<file path="src/rtl/axi_stream_pkg.sv">
// Shared AXI-Stream widths and the header-strip FSM state encoding.
package axi_stream_pkg;

  localparam int AXIS_DATA_WD      = 32;
  localparam int AXIS_DATA_BYTE_WD = AXIS_DATA_WD / 8;

  typedef enum logic [1:0] {
    ST_IDLE   = 2'd0,
    ST_FIRST  = 2'd1,
    ST_STREAM = 2'd2,
    ST_FLUSH  = 2'd3
  } strip_state_e;

endpackage

</file>
<file path="src/rtl/axi_stream_strip_header_skid_buffer.sv">
// Two-entry skid buffer: registered output, registered upstream ready.
module skid_buffer #(
  parameter int WIDTH = 8
) (
  input  logic             clk,
  input  logic             rst,
  input  logic             s_valid,
  output logic             s_ready,
  input  logic [WIDTH-1:0] s_data,
  output logic             m_valid,
  input  logic             m_ready,
  output logic [WIDTH-1:0] m_data
);

  logic             out_valid_q, out_valid_d;
  logic [WIDTH-1:0] out_data_q, out_data_d;
  logic             skid_valid_q, skid_valid_d;
  logic [WIDTH-1:0] skid_data_q, skid_data_d;

  assign s_ready = !skid_valid_q;
  assign m_valid = out_valid_q;
  assign m_data  = out_data_q;

  // Refill the output slot from the skid entry first, else from upstream;
  // park an upstream beat in the skid entry while the output is stalled.
  always_comb begin
    out_valid_d  = out_valid_q;
    out_data_d   = out_data_q;
    skid_valid_d = skid_valid_q;
    skid_data_d  = skid_data_q;
    if (m_ready || !out_valid_q) begin
      if (skid_valid_q) begin
        out_valid_d  = 1'b1;
        out_data_d   = skid_data_q;
        skid_valid_d = 1'b0;
      end else begin
        out_valid_d = s_valid;
        if (s_valid) out_data_d = s_data;
      end
    end else if (s_valid && s_ready) begin
      skid_valid_d = 1'b1;
      skid_data_d  = s_data;
    end
  end

  // Buffer state registers.
  always_ff @(posedge clk) begin
    if (rst) begin
      out_valid_q  <= 1'b0;
      out_data_q   <= '0;
      skid_valid_q <= 1'b0;
      skid_data_q  <= '0;
    end else begin
      out_valid_q  <= out_valid_d;
      out_data_q   <= out_data_d;
      skid_valid_q <= skid_valid_d;
      skid_data_q  <= skid_data_d;
    end
  end

endmodule

</file>
<file path="src/rtl/axi_stream_strip_header.sv">
// Strips N = byte_strip_cnt+1 leading bytes from each packet and realigns
// the remaining payload so it starts at the MSB byte of the first beat.
module axi_stream_strip_header
  import axi_stream_pkg::*;
#(
  parameter int DATA_WD      = AXIS_DATA_WD,
  parameter int DATA_BYTE_WD = DATA_WD / 8,
  parameter int BYTE_CNT_WD  = $clog2(DATA_BYTE_WD)
) (
  input  logic                    clk,
  input  logic                    rst,
  input  logic                    valid_in,
  output logic                    ready_in,
  input  logic [DATA_WD-1:0]      data_in,
  input  logic [DATA_BYTE_WD-1:0] keep_in,
  input  logic                    last_in,
  input  logic                    valid_strip,
  output logic                    ready_strip,
  input  logic [BYTE_CNT_WD-1:0]  byte_strip_cnt,
  output logic                    valid_out,
  input  logic                    ready_out,
  output logic [DATA_WD-1:0]      data_out,
  output logic [DATA_BYTE_WD-1:0] keep_out,
  output logic                    last_out,
  output logic                    err_short
);

  // One extra bit so a strip of a full beat (N = DATA_BYTE_WD) is representable.
  localparam int              SW     = BYTE_CNT_WD + 1;
  localparam logic [SW-1:0]   NBYTES = SW'(DATA_BYTE_WD);
  localparam int              PW     = DATA_WD + DATA_BYTE_WD + 1;

  strip_state_e              state_q, state_d;
  logic [SW-1:0]             n_q, n_d;
  logic [DATA_WD-1:0]        res_data_q, res_data_d;
  logic [DATA_BYTE_WD-1:0]   res_keep_q, res_keep_d;
  logic                      err_q, err_d;

  logic                      sb_valid, sb_ready, sb_last;
  logic [DATA_WD-1:0]        sb_data;
  logic [DATA_BYTE_WD-1:0]   sb_keep;
  logic [PW-1:0]             sb_out;

  // Left shift keeps the tail of this beat for the next output; right shift
  // fills the current output with the head of this beat. A shift by the full
  // beat width produces zero, so N = DATA_BYTE_WD passes beats unshifted.
  logic [SW-1:0]             rsh;
  logic [DATA_WD-1:0]        new_res_data, merge_data;
  logic [DATA_BYTE_WD-1:0]   new_res_keep, merge_keep;

  assign rsh          = NBYTES - n_q;
  assign new_res_data = data_in << {n_q, 3'b000};
  assign new_res_keep = keep_in << n_q;
  assign merge_data   = res_data_q | (data_in >> {rsh, 3'b000});
  assign merge_keep   = res_keep_q | (keep_in >> rsh);

  assign err_short = err_q;

  // Next-state, handshake and residual update for the strip FSM.
  always_comb begin
    state_d     = state_q;
    n_d         = n_q;
    res_data_d  = res_data_q;
    res_keep_d  = res_keep_q;
    err_d       = 1'b0;
    ready_strip = 1'b0;
    ready_in    = 1'b0;
    sb_valid    = 1'b0;
    sb_data     = merge_data;
    sb_keep     = merge_keep;
    sb_last     = 1'b0;
    case (state_q)
      ST_IDLE: begin
        ready_strip = 1'b1;
        if (valid_strip) begin
          n_d     = {1'b0, byte_strip_cnt} + SW'(1);
          state_d = ST_FIRST;
        end
      end
      ST_FIRST: begin
        ready_in = 1'b1;
        if (valid_in) begin
          res_data_d = new_res_data;
          res_keep_d = new_res_keep;
          if (!last_in)          state_d = ST_STREAM;
          else if (|new_res_keep) state_d = ST_FLUSH;
          else begin
            err_d   = 1'b1;
            state_d = ST_IDLE;
          end
        end
      end
      ST_STREAM: begin
        ready_in = sb_ready;
        sb_valid = valid_in;
        sb_last  = last_in && !(|new_res_keep);
        if (valid_in && sb_ready) begin
          res_data_d = new_res_data;
          res_keep_d = new_res_keep;
          if (last_in) state_d = (|new_res_keep) ? ST_FLUSH : ST_IDLE;
        end
      end
      ST_FLUSH: begin
        sb_valid = 1'b1;
        sb_data  = res_data_q;
        sb_keep  = res_keep_q;
        sb_last  = 1'b1;
        if (sb_ready) begin
          res_data_d = '0;
          res_keep_d = '0;
          state_d    = ST_IDLE;
        end
      end
      default: state_d = ST_IDLE;
    endcase
  end

  // FSM, strip count, residual and error-pulse registers.
  always_ff @(posedge clk) begin
    if (rst) begin
      state_q    <= ST_IDLE;
      n_q        <= '0;
      res_data_q <= '0;
      res_keep_q <= '0;
      err_q      <= 1'b0;
    end else begin
      state_q    <= state_d;
      n_q        <= n_d;
      res_data_q <= res_data_d;
      res_keep_q <= res_keep_d;
      err_q      <= err_d;
    end
  end

  skid_buffer #(.WIDTH(PW)) u_out (
    .clk     (clk),
    .rst     (rst),
    .s_valid (sb_valid),
    .s_ready (sb_ready),
    .s_data  ({sb_last, sb_keep, sb_data}),
    .m_valid (valid_out),
    .m_ready (ready_out),
    .m_data  (sb_out)
  );

  assign {last_out, keep_out, data_out} = sb_out;

endmodule
</file>
<file path="config.mk">
export PLATFORM = sky130hd
export DESIGN_NAME = axi_stream_strip_header
export DESIGN_NICKNAME = d
export VERILOG_FILES = /design/src/rtl/axi_stream_pkg.sv /design/src/rtl/axi_stream_strip_header_skid_buffer.sv /design/src/rtl/axi_stream_strip_header.sv
export SDC_FILE = /design/constraint.sdc
export NUM_CORES = 1
export LEC_CHECK = 0
export BUFFER_PORTS_ARGS = -buffer_cell sky130_fd_sc_hd__buf_2
export CORE_MARGIN = 4
export CORE_UTILIZATION = 56
export CTS_CLUSTER_SIZE = 25
export DETAILED_ROUTE_END_ITERATION = 6
export GPL_TIMING_DRIVEN = 0
export PLACE_DENSITY = 0.77
export SYNTH_ARGS = -nofsm -noshare
export SYNTH_HDL_FRONTEND = slang
export SYNTH_SLANG_ARGS = --single-unit
export TNS_END_PERCENT = 100
</file>
<file path="constraint.sdc">
create_clock -name clk -period 4.9 [get_ports clk]
set_clock_uncertainty 0.2 [all_clocks]
set_input_delay 0.98 -clock clk [delete_from_list [all_inputs] [get_ports clk]]
set_output_delay 0.98 -clock clk [all_outputs]
set_load 0.01 [all_outputs]
</file>
### Yosys cells after proc, flatten, opt, wreduce, memory -nomap -nowiden

Cells that the tools add are included.

* register bits: 118
* word-level logic and storage cells: 73
* output and inout bits: 41
* bits of input ports: 44

* bitwise logic cells: 6
* shifts and indexed selects: 4
* reduce and logical (&&, ||, !) cells: 18
* multiplexer cells: 26
* add/subtract/negate cells: 2
* equal/unequal tests: 8

Operators by type and width (number)
* $mux W32: 4
* $pmux W32 S3: 1
* $mux W37: 2
* $or A32 B32 Y32: 1
* $shl A32 B6 Y32: 1
* $shr A32 B6 Y32: 1
* $mux W4: 4
* $mux W2: 7
* $pmux W4 S3: 1
* $ne A2 B2 Y1 const B: 5
* $pmux W2 S4: 1
* $reduce_or A4 Y1: 2
* $pmux W1 S2: 3
* $reduce_and A2 Y1: 3
* $reduce_and A5 Y1: 1
* $eq A2 B2 Y1 const B: 2
* $not A1 Y1: 4
* $or A4 B4 Y4: 1
* $reduce_and A4 Y1: 1
* $shl A4 B3 Y4: 1
* $shr A4 B3 Y4: 1
* $add A2 B1 Y3 const B: 1
* $logic_and A1 B1 Y1: 3
* $logic_not A1 Y1: 3
* other kinds (8): 10

### Logic depth before layout (Yosys ltp)

* depth in word-level cells: 7
* depth in mapped cells: 12
* depth with buffers taken out: 7

### By module

A second synthesis with hierarchy kept.

* cells, all modules: 704
* area, all modules: 6222.2 um2

Modules (own cells, without submodules)
* skid_buffer: area each 3214.3 um2, instances 1, seq. area each 1521.5 um2, cells each 340
* axi_stream_strip_header: area each 3007.9 um2, instances 1, seq. area each 840.8 um2, cells each 364

### Worst setup path after synthesis

Ideal clock, no wire load.

* kind: register to register
* from: reg n_q[0]
* to: reg u_out.out_data_q[0] (netlist: u_out.m_data[0])
* stages on the path, launching flop included: 12
* required time: 4.568 ns
* setup slack: 2.201 ns
* arrival time: 2.367 ns
* setup time: 0.132 ns
* period minus slack after synthesis: 2.699 ns
* path buffers: 4
* path through: dfxtp_1 -> buf_6 -> buf_8 -> buf_2 -> inv_1 -> ha_1 -> buf_2 -> mux4_2 -> a31oi_1 -> nor2_1 -> a211oi_1 -> nor3_1

* cells in the longest elaborated chain, start to end: 6

RTL lines
* from (decl): line axi_stream_strip_header.sv:34 `logic [SW-1:0] n_q, n_d;`
* from (signal assigned): line axi_stream_strip_header.sv:128 `n_q <= n_d;`
* $sub A3 B3 Y3: line axi_stream_strip_header.sv:51 `assign rsh = NBYTES - n_q;`
* $shr A32 B6 Y32: line axi_stream_strip_header.sv:54 `assign merge_data = res_data_q | (data_in >> {rsh, 3'b000});`
* $or A32 B32 Y32: line axi_stream_strip_header.sv:54
* $mux W32: line axi_stream_strip_header.sv:72 `case (state_q)`
* $mux W37: line axi_stream_strip_header_skid_buffer.sv:38 `if (s_valid) out_data_d = s_data;`
* $mux W37: line axi_stream_strip_header_skid_buffer.sv:32 `if (skid_valid_q) begin`
* to (signal assigned): line axi_stream_strip_header_skid_buffer.sv:55 `out_data_q <= out_data_d;`
* to (decl): line axi_stream_strip_header_skid_buffer.sv:16 `logic [WIDTH-1:0] out_data_q, out_data_d;`

Every way passes these cells. The select of a mux whose other input is x is not followed.
A chain may end at the register's enable or synchronous reset.

### Worst setup path after layout

* from: reg n_q[0]
* to: reg u_out.out_data_q[7] (netlist: u_out.m_data[7])

Same word-level chain as after synthesis.

==> results by group <==
Run status
  – Status: complete, no violations

Placement
  – Port Buffers: 84
  – RePlAce Congestion: just under 1
  – Hpwl dp: ~15000 um
  – Area after DPL: approximately 0.0067 mm^2
  – Post-Place Cells: 936

Power and ir drop
  – Combinational share of power: 0.342
  – Reg power frac: 0.307
  – Max rail drop VDD: 431 uV
  – Switch Pwr: 1.48 mW
  – Clk pwr share: 0.351
  – Leakage power: roughly 2.7 nW
  – Sw frac: 0.378
  – Cell-internal power: 2.44 mW
  – PD cells: 536 mW/mm^2

STA
  – Setup TNS: 0 ns
  – Fin. max-slew vios: 0
  – RSZ-0062 raised after global routing: no
  – Worst-Margin Slew: slightly below 0.8 ns
  – Final worst path period share: 0.676
  – Max Freq: 302 MHz
  – Slew margin rel.: 0.474
  – Hold slack: 0.255 ns
  – Tmin final: 3.31 ns
  – Final Setup Violations: 0
  – Final hold violations: 0

Synth
  – Post-synthesis sequential area ratio: 0.389
  – Post-synthesis cell count: ~700
  – Syn_nets: 766
  – XOR/XNOR Fraction of Synth Area: 0.00268
  – Compound-Gate Fraction of Synth Area: 0.199
  – Post-synthesis mux area share: 0.109
  – Top FF cell, synth: dfxtp_1
  – Dominant cell type by area after synthesis: dfxtp_1
  – Post-synthesis simple-gate area fraction: 0.230
  – Yosys Warn Count: 0
  – EDFF count, synth: 0
  – Largest family of logic cells by synthesized area: simple AND/OR/NAND/NOR gates
  – Synth cell types: 50
  – Commonest cells post-synth: dfxtp_1 (118), nor2_1 (100), nand2_1 (62)
  – Yosys reg bits: ~120
  – Ys async rst share: 0
  – Avg Cell Area, Syn: around 8.5 um^2
  – Adder-cell share of the synthesized area: 0.0124
  – Cell Area, Synth: 0.00608 mm^2
  – Count leader, synth: dfxtp_1
  – Share of the synthesized area in the top cell type: 0.389
  – Area contributors post-synth: dfxtp_1 (39%), mux2i_1 (7.4%), nor2_1 (6.2%), a211oi_1 (5.1%), nor3_1 (4.3%)

Setup path
  – Top delay family on crit path: buffers and inverters
  – Crit-path most repeated cell: buf_2
  – Worst-path cell chain: buf_6 -> buf_8 -> buf_2 -> inv_1 -> ha_1 -> buf_2 -> buf_4 -> mux4_2 -> a31oi_1 -> nor2_1 -> a211oi_2 -> nor3_1
  – Worst EP arrival: 3.52 ns
  – Crit path buf inv count: 6
  – Worst Setup End Kind: register
  – Critical-path maximum fanout: 10
  – Type of the worst setup path: register to register
  – Nature of the critical path startpoint: register
  – Slowest CP cell: mux4_2
  – Crit-path max cell delay: 0.36 ns
  – Worst Path Required: 5.11 ns

Die
  – Placeable Area: 0.0105 mm^2
  – Die X-Extent: roughly 110 um
  – Num rows: 37
  – I/O pins: 85
  – Initial core utilization: 0.581
  – Die area: 0.0126 mm^2
  – Die Ht: approximately 110 um

Final layout
  – Layout Utilization: 0.699
  – Non-Filler Instances: 968
  – Layout fillers: between 800 and 900
  – Fin nets: 869
  – Layout cell share with drive strength beyond 1: 0.206
  – Design area: roughly 0.0073 mm^2
  – Area delta synth->final: 20.3%
  – Diode count: 0

Global route
  – GRT Residual Overflow: 0
  – GR Util All Layers: 0.342
  – Antenna violations before repair: 0
  – Vias in the first global route: 5889
  – Largest net degree at the start of global routing: 17
  – First-pass GRT wire length: 33300 um

Detailed routing
  – Routed wire length: 21500 um
  – Routed Antenna Nets: 0
  – First-pass DRT Iterations: 6
  – Drt wl/cell: 22.2 um
  – Vias: 6161
  – DR DRC count: 0
  – Vias per std cell: 6.36
  – DR iter-0 viols: 684

Flow run
  – Maxcap violations: 0

Clock network
  – Skew-Pair Late Insertion Delay: 0.55 ns
  – CTS max path bufs: 2
  – Clock-pin slew on the worst setup and hold paths: ~0.060 ns
  – Post-CTS Hold Buffers: 0
  – Clock root cell: clkbuf_8
  – CTS tree: done
  – CTS sink count: 118
  – Post_cts resized: 0
  – Cts bufs inserted: 17
  – Buffer count from post-CTS setup fixing: 0
  – H-tree depth: 4

Min path
  – HP Class: register to register
[flip-flops by register name, summed over array words and instances, names as in the netlist]
signal / flops
u_out.skid_data_q: 37
u_out.skid_valid_q: 1
n_q: 3
u_out.m_valid: 1
u_out.m_data: 37
res_data_q: 32
state_q: 2
err_short: 1
res_keep_q: 4
[logic make-up (layout without fill, tap and decap cells)]
group	count (synthesis)	count (layout)
AO/OA/AOI/OAI	175	175
XOR/XNOR	1	1
adder cells (fa/ha/maj)	6	6
buffers and inverters	73	189
flip-flops	118	118
multiplexers	54	54
AND/OR/NAND/NOR	289	289
[power by group through the flow]
stage | Sequential [mW] | Clock, mW | Combinational [mW]
2_1_floorplan | 1.20 | 0 | 0.875
3_3_place_gp | 1.21 | 0 | 1.26
3_5_place_dp | 1.22 | 0 | 1.29
4_1_cts | 1.20 | 1.37 | 1.30
5_1_grt | 1.22 | 1.43 | 1.44
6_report | 1.20 | 1.38 | 1.34
[cells in the final DEF, fill, tap and decap left out, types with 13 or more instances in the layout]
| master | count |
|---|---|
| a211oi_1 | 41 |
| a21oi_1 | 43 |
| buf_2 | 108 |
| clkbuf_1 | 30 |
| clkbuf_16 | 16 |
| dfxtp_1 | 118 |
| mux2i_1 | 45 |
| nand2_1 | 62 |
| nand3_1 | 13 |
| nand3b_1 | 17 |
| nor2_1 | 100 |
| nor3_1 | 52 |
| o21ai_0 | 21 |
[routing by layer]
layer	global-route usage	part of all wire	vias to the layer above
met5	0	0	-
met4	0.159	0.039	0
met3	0.0841	0.088	63
met2	0.522	0.45	349
met1	0.457	0.42	2933
li1	-	-	2816
[metrics by stage]
step | setup slack [ns] | power, mW
2_1_floorplan | 2.20 | 2.08
3_3_place_gp | 1.67 | 2.47
3_5_place_dp | 1.64 | 2.50
4_1_cts | 1.63 | 3.87
5_1_grt | 1.44 | 4.09
6_report | 1.59 | 3.92
[final cells by class]
type | instances | area (um^2) | share of cell area
multi-input combinational | 525 | 3360 | 0.460
sequential | 118 | 2360 | 0.323
timing repair buffer | 84 | 420 | 0.0575
clock buffer | 18 | 418 | 0.0572
buffer | 65 | 325 | 0.0445
clock inverter | 14 | 223 | 0.0305
tap | 136 | 170 | 0.0233
inverter | 8 | 30.0 | 0.00411
[path summary, 6_finish.rpt]
kind | start | end | slack (ns) | depth (start not counted)
max | n_q[0] | u_out.m_data[7] | 1.59 | 12
min | res_data_q[6] | res_data_q[6] | 0.25 | 2
max reg2reg | n_q[0] | u_out.m_data[7] | 1.59 | 12
min reg2reg | res_data_q[6] | res_data_q[6] | 0.25 | 2
[worst min-delay path: stages (launching register included)]
cell     delay [ns]
dfxtp_1        0.31
nand2_1        0.05
a21oi_1        0.05
Note: power is estimated with default switching activity, not from simulation.
